<file path="src/rtl/pcount_history.sv">
// Pulse-count history buffer: keeps the last DEPTH samples in a shift chain,
// maintains an incremental window sum and fill level, and produces a rounded
// window average one cycle after each shift for the display/alarm path.

module pcount_history #(
  parameter int WIDTH = 4,
  parameter int DEPTH = 4
) (
  input  logic                                   clk,
  input  logic                                   rst,
  input  logic                                   iden,
  input  logic                                   clr,
  input  logic [WIDTH-1:0]                       q_in,
  output logic [DEPTH*WIDTH-1:0]                 taps,
  output logic [WIDTH+$clog2(DEPTH)-1:0]         sum,
  output logic [$clog2(DEPTH+1)-1:0]             fill,
  output logic                                   full,
  output logic [WIDTH-1:0]                       avg,
  output logic                                   avg_valid,
  output logic                                   upd
);

  localparam int SW = WIDTH + $clog2(DEPTH);
  localparam int FW = $clog2(DEPTH + 1);
  localparam int LW = $clog2(DEPTH);

  // Reject windows that are not a power of two or too small to average.
  if ((DEPTH < 2) || ((DEPTH & (DEPTH - 1)) != 0)) begin : g_depth_check
    $error("pcount_history: DEPTH must be a power of 2 and >= 2");
  end

  logic [WIDTH-1:0] slot_r [DEPTH];
  logic [SW-1:0]    sum_r;
  logic [FW-1:0]    fill_r;
  logic             pend_r;
  logic [WIDTH-1:0] avg_r;
  logic             avg_valid_r;
  logic             upd_r;

  logic [SW-1:0]    sum_next_s;
  logic [FW-1:0]    fill_next_s;
  logic             full_s;
  logic [WIDTH-1:0] avg_round_s;

  // Next-state arithmetic for the window: the sum adds the incoming sample and
  // drops the oldest slot; empty slots hold 0 so this is exact while filling.
  always_comb begin
    sum_next_s  = sum_r + SW'(q_in) - SW'(slot_r[DEPTH-1]);
    full_s      = (fill_r == FW'(DEPTH));
    if (full_s) begin
      fill_next_s = fill_r;
    end else begin
      fill_next_s = fill_r + FW'(1);
    end
    // Max sum + DEPTH/2 stays below 2^SW, so the rounded mean fits WIDTH bits.
    avg_round_s = WIDTH'((sum_r + SW'(DEPTH / 2)) >> LW);
  end

  // Window shift chain, running sum and fill level.
  always_ff @(posedge clk or negedge rst) begin
    if (!rst) begin
      for (int k = 0; k < DEPTH; k++) begin
        slot_r[k] <= {WIDTH{1'b0}};
      end
      sum_r  <= {SW{1'b0}};
      fill_r <= {FW{1'b0}};
    end else if (clr) begin
      for (int k = 0; k < DEPTH; k++) begin
        slot_r[k] <= {WIDTH{1'b0}};
      end
      sum_r  <= {SW{1'b0}};
      fill_r <= {FW{1'b0}};
    end else if (iden) begin
      slot_r[0] <= q_in;
      for (int k = 1; k < DEPTH; k++) begin
        slot_r[k] <= slot_r[k-1];
      end
      sum_r  <= sum_next_s;
      fill_r <= fill_next_s;
    end else begin
      sum_r  <= sum_r;
      fill_r <= fill_r;
    end
  end

  // Average stage: runs one edge after each shift so it sees the updated sum;
  // upd is raised in the same cycle the new avg becomes visible.
  always_ff @(posedge clk or negedge rst) begin
    if (!rst) begin
      pend_r      <= 1'b0;
      avg_r       <= {WIDTH{1'b0}};
      avg_valid_r <= 1'b0;
      upd_r       <= 1'b0;
    end else if (clr) begin
      pend_r      <= 1'b0;
      avg_r       <= {WIDTH{1'b0}};
      avg_valid_r <= 1'b0;
      upd_r       <= 1'b0;
    end else begin
      pend_r <= iden;
      upd_r  <= pend_r;
      if (pend_r) begin
        avg_r       <= avg_round_s;
        avg_valid_r <= full_s;
      end else begin
        avg_r       <= avg_r;
        avg_valid_r <= avg_valid_r;
      end
    end
  end

  // Flatten the slot array onto the taps bus, slot 0 in the low bits.
  always_comb begin
    taps = {(DEPTH*WIDTH){1'b0}};
    for (int k = 0; k < DEPTH; k++) begin
      taps[k*WIDTH +: WIDTH] = slot_r[k];
    end
  end

  assign sum       = sum_r;
  assign fill      = fill_r;
  assign full      = full_s;
  assign avg       = avg_r;
  assign avg_valid = avg_valid_r;
  assign upd       = upd_r;

  pcount_history_chk #(
    .WIDTH (WIDTH),
    .DEPTH (DEPTH)
  ) u_chk (
    .clk  (clk),
    .rst  (rst),
    .taps (taps),
    .sum  (sum_r),
    .fill (fill_r)
  );

endmodule

// Simulation checker: the running sum must always equal the sum of the slots,
// and the fill level must never exceed the window depth.
module pcount_history_chk #(
  parameter int WIDTH = 4,
  parameter int DEPTH = 4
) (
  input logic                               clk,
  input logic                               rst,
  input logic [DEPTH*WIDTH-1:0]             taps,
  input logic [WIDTH+$clog2(DEPTH)-1:0]     sum,
  input logic [$clog2(DEPTH+1)-1:0]         fill
);

  localparam int SW = WIDTH + $clog2(DEPTH);
  localparam int FW = $clog2(DEPTH + 1);

  logic [SW-1:0] tap_sum_s;

  // Reference sum recomputed from the slots.
  always_comb begin
    tap_sum_s = {SW{1'b0}};
    for (int k = 0; k < DEPTH; k++) begin
      tap_sum_s = tap_sum_s + SW'(taps[k*WIDTH +: WIDTH]);
    end
  end

  a_sum_invariant: assert property (@(posedge clk) disable iff (!rst) sum == tap_sum_s)
    else $error("sum invariant violated: sum=%0d slots=%0d", sum, tap_sum_s);

  a_fill_bound: assert property (@(posedge clk) disable iff (!rst) fill <= FW'(DEPTH))
    else $error("fill exceeds depth: %0d", fill);

endmodule

</file>
<file path="config.mk">
export PLATFORM = sky130hd
export DESIGN_NAME = pcount_history
export DESIGN_NICKNAME = d
export VERILOG_FILES = /design/src/rtl/pcount_history.sv
export SDC_FILE = /design/constraint.sdc
export NUM_CORES = 1
export LEC_CHECK = 0
export ABC_CLOCK_PERIOD_IN_PS = 2700
export BUFFER_PORTS_ARGS = -buffer_cell sky130_fd_sc_hd__buf_2
export CAP_MARGIN = 5
export CORE_ASPECT_RATIO = 0.7
export CORE_MARGIN = 2
export CORE_UTILIZATION = 29
export DETAILED_ROUTE_END_ITERATION = 10
export SYNTH_ARGS = -nofsm -noshare
export SYNTH_HDL_FRONTEND = slang
export SYNTH_SLANG_ARGS = --single-unit
</file>
<file path="constraint.sdc">
create_clock -name clk -period 2.7 [get_ports clk]
set_clock_uncertainty 0.05 [all_clocks]
set_input_delay 0 -clock clk [delete_from_list [all_inputs] [get_ports clk]]
set_output_delay 0 -clock clk [all_outputs]
set_load 0.005 [all_outputs]
</file>
==> results of run 1 <==
[power by group]
part	internal, mW	switching (mW)	total (mW)
combinational	0.166	0.180	0.346
clock	0.273	0.187	0.460
sequential	0.518	0.0409	0.559
[cell type report]
type                    count  share of cell area, %
clock inverters             3                   2.04
clock buffers               5                   3.30
multi-input cells          98                   36.5
inverters                  20                   3.59
well taps                  75                   4.49
flip-flops and latches     32                   38.3
repair buffers             44                   11.7
[routing by layer]
metal	vias to the layer above	track usage (%)
met4	0	5.43
met5	-	0
met2	24	18.6
met1	573	16.2
met3	8	3.79
li1	600	-
[worst paths after layout]
check | from | endpoint | depth (start not counted)
min in group asynchronous | rst | sum[0] | 2
max | sum[1] | sum[5] | 9
min | clr | taps[15] | 2
max reg2reg | sum[1] | sum[5] | 9
max in group asynchronous | rst | taps[15] | 2
min reg2reg | avg_valid | avg_valid | 2
[sequential cells by signal, indices dropped and copies added (netlist names)]
| signal | flops |
|---|---|
| avg | 4 |
| avg_valid | 1 |
| fill | 3 |
| pend_r | 1 |
| sum | 6 |
| taps | 16 |
| upd | 1 |
[cells by family (layout without fill, tap and decap cells)]
kind of cell	count (synthesis)	count (layout)	share of synthesized area, %
buf+inv	27	72	6.79
simple gates	43	43	11.7
flops	32	32	47.8
mux	23	23	13.8
xor+xnor	7	7	3.66
compound gates	12	12	4.78
fa+ha+maj	13	13	11.5
[cell usage in the layout, fill, tap and decap left out, types with 4 or more instances in the layout]
| cell | instances |
|---|---|
| sky130_fd_sc_hd__a21oi_1 | 4 |
| sky130_fd_sc_hd__fa_1 | 4 |
| sky130_fd_sc_hd__xnor2_1 | 6 |
| sky130_fd_sc_hd__clkbuf_8 | 5 |
| sky130_fd_sc_hd__ha_1 | 9 |
| sky130_fd_sc_hd__buf_2 | 39 |
| sky130_fd_sc_hd__a211oi_1 | 4 |
| sky130_fd_sc_hd__dlygate4sd3_1 | 5 |
| sky130_fd_sc_hd__nor2_1 | 27 |
| sky130_fd_sc_hd__dfrtp_1 | 32 |
| sky130_fd_sc_hd__mux2i_1 | 22 |
| sky130_fd_sc_hd__inv_1 | 20 |
[worst max-delay path, stage by stage (launching register included)]
cell and delay (ns):
sky130_fd_sc_hd__dfrtp_1 0.42, sky130_fd_sc_hd__inv_1 0.07, sky130_fd_sc_hd__fa_1 0.53, sky130_fd_sc_hd__inv_1 0.05, sky130_fd_sc_hd__ha_1 0.28, sky130_fd_sc_hd__a21o_1 0.17
sky130_fd_sc_hd__nand4_1 0.10, sky130_fd_sc_hd__nand3_2 0.08, sky130_fd_sc_hd__mux2i_1 0.17, sky130_fd_sc_hd__mux2_1 0.33
[repair_timing]
action	in CTS	in global routing
setup endpoints to repair	0	0
buffers inserted	0	0
hold buffers	5	0
hold endpoints to repair	36	0
==> flow_summary.ini, run 1 <==
[grt]
grt_first_pass_wirelength_um = 5910
maximum_number_of_pins_on_one_net_before_global_route_repair = 34
initial_antenna_violation_count = 0
global_route.overflow_total = 0
grt_total_usage_pct = 12.3
first_global_vias = 1196

[cells_and_area]
multi_input_area_um2 = 762
final_core_utilization_pct = 37.0
flow.area_growth_from_synthesis_pct = 24.6
layout-drive-gt1-share_pct = 23.8
final-instance-count-excl-fill = 277
final_net_count = 222
layout.filler_cells = 610
diodes = 0
layout.area.seq_um2 = 801
layout.cell_area.non_filler_um2 = 2090

[route]
met3RoutedLength_um = 164
routed-wl-met2_um = 1450
via_count = 1205
detailedRoute.firstIterationViolations = 49
route.detailed.vias_per_inst = 4.35
drc_errors = 0
totalWireLength_um = 3440
routed.top_layer = met4
m1WireLength_um = 1770
drt.antenna.violating_nets = 0
firstDrtPassIters = 3
routedWlPerCell_um = 12.4

[die]
initial_utilization_pct = 29.7
die_w_um = 94.9
dieArea_um2 = 6420
fp.dieH_um = 67.6
num_io_pins = 40
design.core.area_um2 = 5640
floorplan.rows = 23

[clock_network]
cts_max_path_buffers = 2
clock_tree.htree_level_count = 2
cts-root-buf = sky130_fd_sc_hd__clkbuf_8
clk-insertion-delay-late_ns = 0.29
clk_pin_slew_worst_paths_ns = 0.07
numClockSinks = 32
cts-buffers-inserted = 5
clock_tree_from_tritoncts = done
post_cts.resized_instances = 0

[yosys]
synth.yosys.seq_area_share_pct = 47.8
synthMostInstantiatedCell = sky130_fd_sc_hd__dfrtp_1
synthTopCellsByArea = sky130_fd_sc_hd__dfrtp_1 48%, sky130_fd_sc_hd__mux2i_1 13%, sky130_fd_sc_hd__ha_1 6.7%
synth_largest_type_area_fraction_pct = 47.8
synth.lib_cells_used.distinct = 26
syn_area_um2 = 1680
async_flop_share_pct = 100
yosys_most_used_dff = sky130_fd_sc_hd__dfrtp_1
synth.top_cells.by_count = 32 x sky130_fd_sc_hd__dfrtp_1, 27 x sky130_fd_sc_hd__nor2_1, 22 x sky130_fd_sc_hd__mux2i_1
synth_cells = 157
synthesis.yosys.warnings = 0
postSynthNetCount = 178
edff_count_synth = 0
synth_area_leader_cell = sky130_fd_sc_hd__dfrtp_1
postSynthRegisterBits = 32
post_synth.cell_area_avg_um2 = 10.7

[placed_design]
dpl_cell_area_um2 = 1930
place_congestion = 0.738
dpl.cell_count = 264
worst_slack_at_placement_ns = 0.316
detailedPlacementHpwl_um = 2440
total_of_buffers_placed_on_input_and_output_ports = 39

[setup_path]
reg2reg_setup_slack_ns = 0.33
worstPathMaxFanout = 5
setup.worst_path.end_class = flip-flop
path_class = flip-flop to flip-flop
timing.critical_path.from_type = flip-flop
cp.arrival_ns = 2.50
worst_ep_required_time_ns = 2.82

[pwr]
vdd_ir_drop_max_uv = 254
leakage_nw = 1.14
power-per-cell-area_nw_per_um2 = 654
finalPower_mw = 1.36

[timing]
grt_setup_unrepaired = false
achievable-frequency_mhz = 421
maxSlewViolCount = 0
finalWorstPathRequiredPeriod_ns = 2.37
worst_slack_ns = 0.327
finalHoldWorstSlack_ns = 0.173
timing_worst_slew_pin_value_ns = 0.728
setup_tns_ns = 0
hold_violations = 0
worst_slew_margin_rel_pct = 51.5
final_min_period_over_clock_period_pct = 87.9
report.final.setup_viol = 0

[status]
run_status = finished clean

[flow_run]
cap_violations = 0

[min_path]
min_path_type = input port to flip-flop
No activity file was read; power rests on OpenSTA's default activity.
==> run 2: changes to the inputs <==
- ABC_AREA: default -> 1
- CORE_MARGIN: 2 -> default
==> run 2 against run 1 <==
Clock-buffer cell count is 2 higher; total power fell by 11%; maximum frequency up 15%; critical endpoint is now sum[4]; largest power group unchanged; die area shrank 8.6%; largest cell class unchanged.
==> flow_summary.ini, run 2 <==
[status]
run_status = finished clean

[yosys]
edff_count_synth = 0
post_synth.cell_area_avg_um2 = 9.00
synth.yosys.seq_area_share_pct = 49.7
synth_largest_type_area_fraction_pct = 49.7
synth_area_leader_cell = sky130_fd_sc_hd__dfrtp_1
synthesis.yosys.warnings = 0
syn_area_um2 = 1610
synth_cells = 179
async_flop_share_pct = 100
synthMostInstantiatedCell = sky130_fd_sc_hd__inv_1
synth.top_cells.by_count = 40 x sky130_fd_sc_hd__inv_1, 35 x sky130_fd_sc_hd__nand2_1, 32 x sky130_fd_sc_hd__dfrtp_1
synth.lib_cells_used.distinct = 22
synthTopCellsByArea = sky130_fd_sc_hd__dfrtp_1 50%, sky130_fd_sc_hd__inv_1 9.3%, sky130_fd_sc_hd__nand2_1 8.2%
postSynthNetCount = 200
postSynthRegisterBits = 32
yosys_most_used_dff = sky130_fd_sc_hd__dfrtp_1

[timing]
hold_violations = 0
maxSlewViolCount = 0
worst_slew_margin_rel_pct = 52.9
timing_worst_slew_pin_value_ns = 0.707
finalHoldWorstSlack_ns = 0.256
report.final.setup_viol = 0
finalWorstPathRequiredPeriod_ns = 2.06
worst_slack_ns = 0.637
achievable-frequency_mhz = 485
setup_tns_ns = 0
grt_setup_unrepaired = false
final_min_period_over_clock_period_pct = 76.4

[setup_path]
cp.arrival_ns = 2.18
crit-reg2reg-capture = sum[4]
path_class = flip-flop to flip-flop
cp_slowest_cell = sky130_fd_sc_hd__fa_1
timing.reg2reg.worst_path_depth = 9
timing.critical_path.from_type = flip-flop
setup.worst_path.end_class = flip-flop
crit_chain = inv_1 -> fa_1 -> fa_1 -> inv_1 -> nand3_1 -> nand2_1 -> a21oi_1 -> o21ai_0 -> nand2_1
worstPathMaxFanout = 4
critical_path.reg2reg.startpoint = sum[1]
endpoint = sum[4]
critPathMaxStageDelay_ns = 0.49
worst_ep_required_time_ns = 2.82
startpoint = sum[1]
reg2reg_setup_slack_ns = 0.64

[die]
fp.dieH_um = 64.4
dieArea_um2 = 5860
initial_utilization_pct = 30.5
die_w_um = 91.1
floorplan.rows = 22
design.core.area_um2 = 5290
num_io_pins = 40

[cells_and_area]
mostFrequentLayoutCell = sky130_fd_sc_hd__inv_1
final-instance-count-excl-fill = 302
flow.area_growth_from_synthesis_pct = 27.0
final_core_utilization_pct = 38.7
diodes = 0
largest_reg_flops = 16
layout-drive-gt1-share_pct = 22.6
layout.cell_area.non_filler_um2 = 2050
final_net_count = 251
layout.filler_cells = 571
layout_common_cells = 40 x sky130_fd_sc_hd__inv_1, 39 x sky130_fd_sc_hd__buf_2, 35 x sky130_fd_sc_hd__nand2_1

[placed_design]
total_of_buffers_placed_on_input_and_output_ports = 39
dpl_cell_area_um2 = 1880
place_congestion = 0.856
dpl.cell_count = 288
worst_slack_at_placement_ns = 0.631
detailedPlacementHpwl_um = 2580

[clock_network]
cts-buffers-inserted = 5
numClockSinks = 32
clk-insertion-delay-late_ns = 0.28
clk_pin_slew_worst_paths_ns = 0.07
clock_tree_from_tritoncts = done
cts-root-buf = sky130_fd_sc_hd__clkbuf_8
postCtsSetupRepairBufs = 0
cts.hold.buffers_added = 7
clock_tree.htree_level_count = 2
cts_max_path_buffers = 2
post_cts.resized_instances = 0

[grt]
grt_busiest_layer = met1
first_global_vias = 1251
grt.met2_usage_pct = 16.9
global_route.overflow_total = 0
grt_util_met1_pct = 20.2
initial_antenna_violation_count = 0
maximum_number_of_pins_on_one_net_before_global_route_repair = 33
grt_first_pass_wirelength_um = 5910
grt.met3_usage_pct = 3.81
grt_total_usage_pct = 13.0

[route]
drc_errors = 0
totalWireLength_um = 3450
route.detailed.vias_per_inst = 4.28
routedWlPerCell_um = 11.4
firstDrtPassIters = 4
via_count = 1292
detailedRoute.firstIterationViolations = 48
drt.antenna.violating_nets = 0

[pwr]
vdd_ir_drop_max_uv = 213
leakage_nw = 1.11
finalPower_mw = 1.21
power-per-cell-area_nw_per_um2 = 593

[flow_run]
cap_violations = 0

[min_path]
min_path_type = input port to asynchronous set/reset pin
run 2: cell types whose count changed in the layout (fill, tap and decap cells not counted), moves of 4 or more:
cell	previous run	this run
sky130_fd_sc_hd__o21ai_0	0	12
sky130_fd_sc_hd__nor2_1	27	6
sky130_fd_sc_hd__inv_1	20	40
sky130_fd_sc_hd__o22ai_1	0	14
sky130_fd_sc_hd__a211oi_1	4	0
sky130_fd_sc_hd__nand3_1	3	9
sky130_fd_sc_hd__xnor2_1	6	1
sky130_fd_sc_hd__mux2i_1	22	0
sky130_fd_sc_hd__nand2_1	3	35
run 2: report_power, final:
part	leakage (nW)	switching [mW]	internal, mW
Sequential	0.435	0.0266	0.511
Clock	0.0503	0.172	0.227
Combinational	0.624	0.165	0.113
Total	1.11	0.363	0.851
run 2: cell type report:
cell class	count	area (um2)	share of cell area, %
clock buffers	7	96.3	4.71
inverters	43	161	7.89
well taps	72	90.1	4.40
flip-flops and latches	32	801	39.1
multi-input cells	102	633	30.9
repair buffers	46	265	13.0
run 2: cell families after synthesis:
group,Yosys count,synth area share (%)
xor gates and xnor gates,2,1.09
and+or+nand+nor,54,14.5
buffers and inverters,45,11.0
adders and majority gates,13,12.0
DFF,32,49.7
AOI/OAI and AO/OA,33,11.7
run 2: worst min-delay path by stage:
stage / start / endpoint / depth (start not counted)
after floorplan: rst / avg[0] / 0
final: rst / avg[0] / 2
after global routing: rst / upd / 2
after detailed placement: rst / taps[3] / 1
after global placement: rst / taps[3] / 1
after CTS: rst / avg[0] / 2
run 2: critical path: cells and delay by family (launching register included):
| family | cells | cell delay, ns |
|---|---|---|
| AOI/OAI and AO/OA | 2 | 0.14 |
| adders and majority gates | 2 | 0.93 |
| buffers and inverters | 2 | 0.19 |
| DFF | 1 | 0.41 |
| and+or+nand+nor | 3 | 0.23 |
run 2: routing by layer:
layer	wire length, um	vias to the layer above	share of wire [%]
li1	-	666	-
met1	1940	587	56
met2	1310	36	38
met3	180	3	5.2
met4	25	0	0.72
met5	0	-	0
==> run 3: changes to the inputs <==
- ABC_AREA: 1 -> 0
- ABC_CLOCK_PERIOD_IN_PS: 2700 -> 2100
- clock period: 2.7 -> 2.1 ns (I/O delays scaled with it)
==> run 3 against run 2 <==
The flow now finishes with violations (negative setup slack); design area is 7.9% higher; worst hold slack worse by 0.17 ns; critical path depth stayed put; maximum frequency is 9.1% lower; clock power is 25% higher; setup slack worse by 0.81 ns; register-to-register slack worse by 0.81 ns; sequential share of layout area is 2.9 points lower; combinational power is 91% higher; non-clock buffer count is 13 higher; critical endpoint is now sum[5]; largest power group unchanged; highest routed layer unchanged.
==> flow_summary.ini, run 3 (synthesized netlist as in run 1, its figures left out) <==
[die]
floorplan.rows = 22
fp.dieH_um = 65.6
design.core.area_um2 = 5400
dieArea_um2 = 6090
die_w_um = 92.9
initial_utilization_pct = 31.1
num_io_pins = 40

[route]
routedWlPerCell_um = 12.0
drc_errors = 0
via_count = 1260
firstDrtPassIters = 4
detailedRoute.firstIterationViolations = 59
drt.antenna.violating_nets = 0
route.detailed.vias_per_inst = 4.36
totalWireLength_um = 3470

[pwr]
leakage_nw = 1.22
finalPower_mw = 1.74
power-per-cell-area_nw_per_um2 = 787
vdd_ir_drop_max_uv = 358

[timing]
hold_violations = 0
report.final.setup_viol = 1
achievable-frequency_mhz = 440
maxSlewViolCount = 0
setup_tns_ns = -0.171
grt_setup_unrepaired = true
final_min_period_over_clock_period_pct = 108
worst_slew_margin_rel_pct = 52.0
worst_slack_ns = -0.171
timing_worst_slew_pin_value_ns = 0.720
finalHoldWorstSlack_ns = 0.0822
finalWorstPathRequiredPeriod_ns = 2.27

[grt]
grt_total_usage_pct = 12.8
maximum_number_of_pins_on_one_net_before_global_route_repair = 33
first_global_vias = 1276
grt_first_pass_wirelength_um = 5940
global_route.overflow_total = 0
initial_antenna_violation_count = 0

[setup_path]
path_class = flip-flop to flip-flop
critical_path.reg2reg.startpoint = sum[1]
cp.arrival_ns = 2.39
worst_ep_required_time_ns = 2.22
startpoint = sum[1]
timing.reg2reg.worst_path_depth = 9
timing.critical_path.from_type = flip-flop
setup.worst_path.end_class = flip-flop
worstPathMaxFanout = 2

[cells_and_area]
layout-drive-gt1-share_pct = 32.3
diodes = 0
largest_reg_flops = 16
layout_common_cells = 39 x sky130_fd_sc_hd__buf_2, 32 x sky130_fd_sc_hd__dfrtp_1, 27 x sky130_fd_sc_hd__nor2_1
flow.area_growth_from_synthesis_pct = 31.7
layout.filler_cells = 575
mostFrequentLayoutCell = sky130_fd_sc_hd__buf_2
final_net_count = 237
final-instance-count-excl-fill = 289

[status]
violations = negative setup slack
run_status = complete, but fails checks

[clock_network]
cts_max_path_buffers = 2
clk-insertion-delay-late_ns = 0.29
cts-buffers-inserted = 5
clock_tree.htree_level_count = 2
cts-root-buf = sky130_fd_sc_hd__clkbuf_8
numClockSinks = 32
clk_pin_slew_worst_paths_ns = 0.07
clock_tree_from_tritoncts = done

[min_path]
min_path_type = input port to flip-flop
holdPathStages = 2
holdCritStartpoint = clr

[placed_design]
total_of_buffers_placed_on_input_and_output_ports = 39
worst_slack_at_placement_ns = -0.177
dpl.cell_count = 275
detailedPlacementHpwl_um = 2510
place_congestion = 0.721

[flow_run]
cap_violations = 0
[run 3: cell types whose count changed in the layout (fill, tap and decap cells not counted), moves of 3 or more]
cell                       before  now
sky130_fd_sc_hd__nand2_1       35    3
sky130_fd_sc_hd__inv_1         40   17
sky130_fd_sc_hd__mux2i_1        0   22
sky130_fd_sc_hd__nor2_1         6   27
sky130_fd_sc_hd__buf_4          0   14
sky130_fd_sc_hd__o22ai_1       14    0
sky130_fd_sc_hd__o21ai_0       12    0
sky130_fd_sc_hd__nand3_1        9    3
sky130_fd_sc_hd__a211oi_1       0    4
sky130_fd_sc_hd__xnor2_1        1    5
sky130_fd_sc_hd__a21o_1         0    3
[run 3: area by class of cell]
| cell class | instances | area, um2 | area share (%) |
|---|---|---|---|
| repair buffers | 59 | 362 | 16.4 |
| flip-flops and latches | 32 | 801 | 36.3 |
| clock buffers | 6 | 82.6 | 3.74 |
| multi-input cells | 98 | 788 | 35.7 |
| clock inverters | 2 | 10.0 | 0.453 |
| well taps | 72 | 90.1 | 4.08 |
| inverters | 20 | 75.1 | 3.40 |
[run 3: path summary, 6_finish.rpt]
kind	end	slack, ns
worst max-delay path	sum[5]	-0.17
worst min-delay path	avg_valid	0.08
worst max register to register	sum[5]	-0.17
worst min register to register	avg_valid	0.47
max in group asynchronous	taps[4]	1.28
min in group asynchronous	taps[6]	0.25
[run 3: metal layers]
layer  share of wire (%)  global-route usage, %  vias to the layer above
met5                   0                      0                        -
met4                 1.8                   5.19                        0
met3                 6.1                   4.28                        8
met2                  41                   18.8                       27
met1                  51                   17.4                      597
li1                    -                      -                      628
[run 3: what timing repair did]
action	in CTS	in global routing
gates cloned	0	0
setup buffers	2	1
hold buffers	5	0
endpoints found under the setup margin	2	4
pin swaps	9	5
hold endpoints to repair	36	0
gates resized for setup	5	4
[run 3: per-stage QoR]
stage / utilization [%] / instance area (um2)
final: 40.9 / 2210
after global routing: 40.9 / 2210
after CTS: 40.7 / 2200
after detailed placement: 37.6 / 2030
after global placement: 37.6 / 2030
after floorplan: - / 1680
[run 3: critical path, cell delays in order (launching register included)]
cell,delay (ns)
sky130_fd_sc_hd__dfrtp_1,0.36
sky130_fd_sc_hd__inv_2,0.05
sky130_fd_sc_hd__fa_1,0.57
sky130_fd_sc_hd__inv_2,0.05
sky130_fd_sc_hd__ha_4,0.24
sky130_fd_sc_hd__a21o_1,0.13
sky130_fd_sc_hd__nand4_1,0.09
sky130_fd_sc_hd__nand3_2,0.08
sky130_fd_sc_hd__mux2i_1,0.19
sky130_fd_sc_hd__mux2_1,0.33
[run 3: power by group]
| group | internal (mW) | switching (mW) | leakage [nW] | total (mW) |
|---|---|---|---|---|
| registers | 0.666 | 0.0422 | 0.434 | 0.708 |
| clock network | 0.261 | 0.236 | 0.0510 | 0.498 |
| logic | 0.274 | 0.258 | 0.739 | 0.532 |
| total | 1.20 | 0.537 | 1.22 | 1.74 |
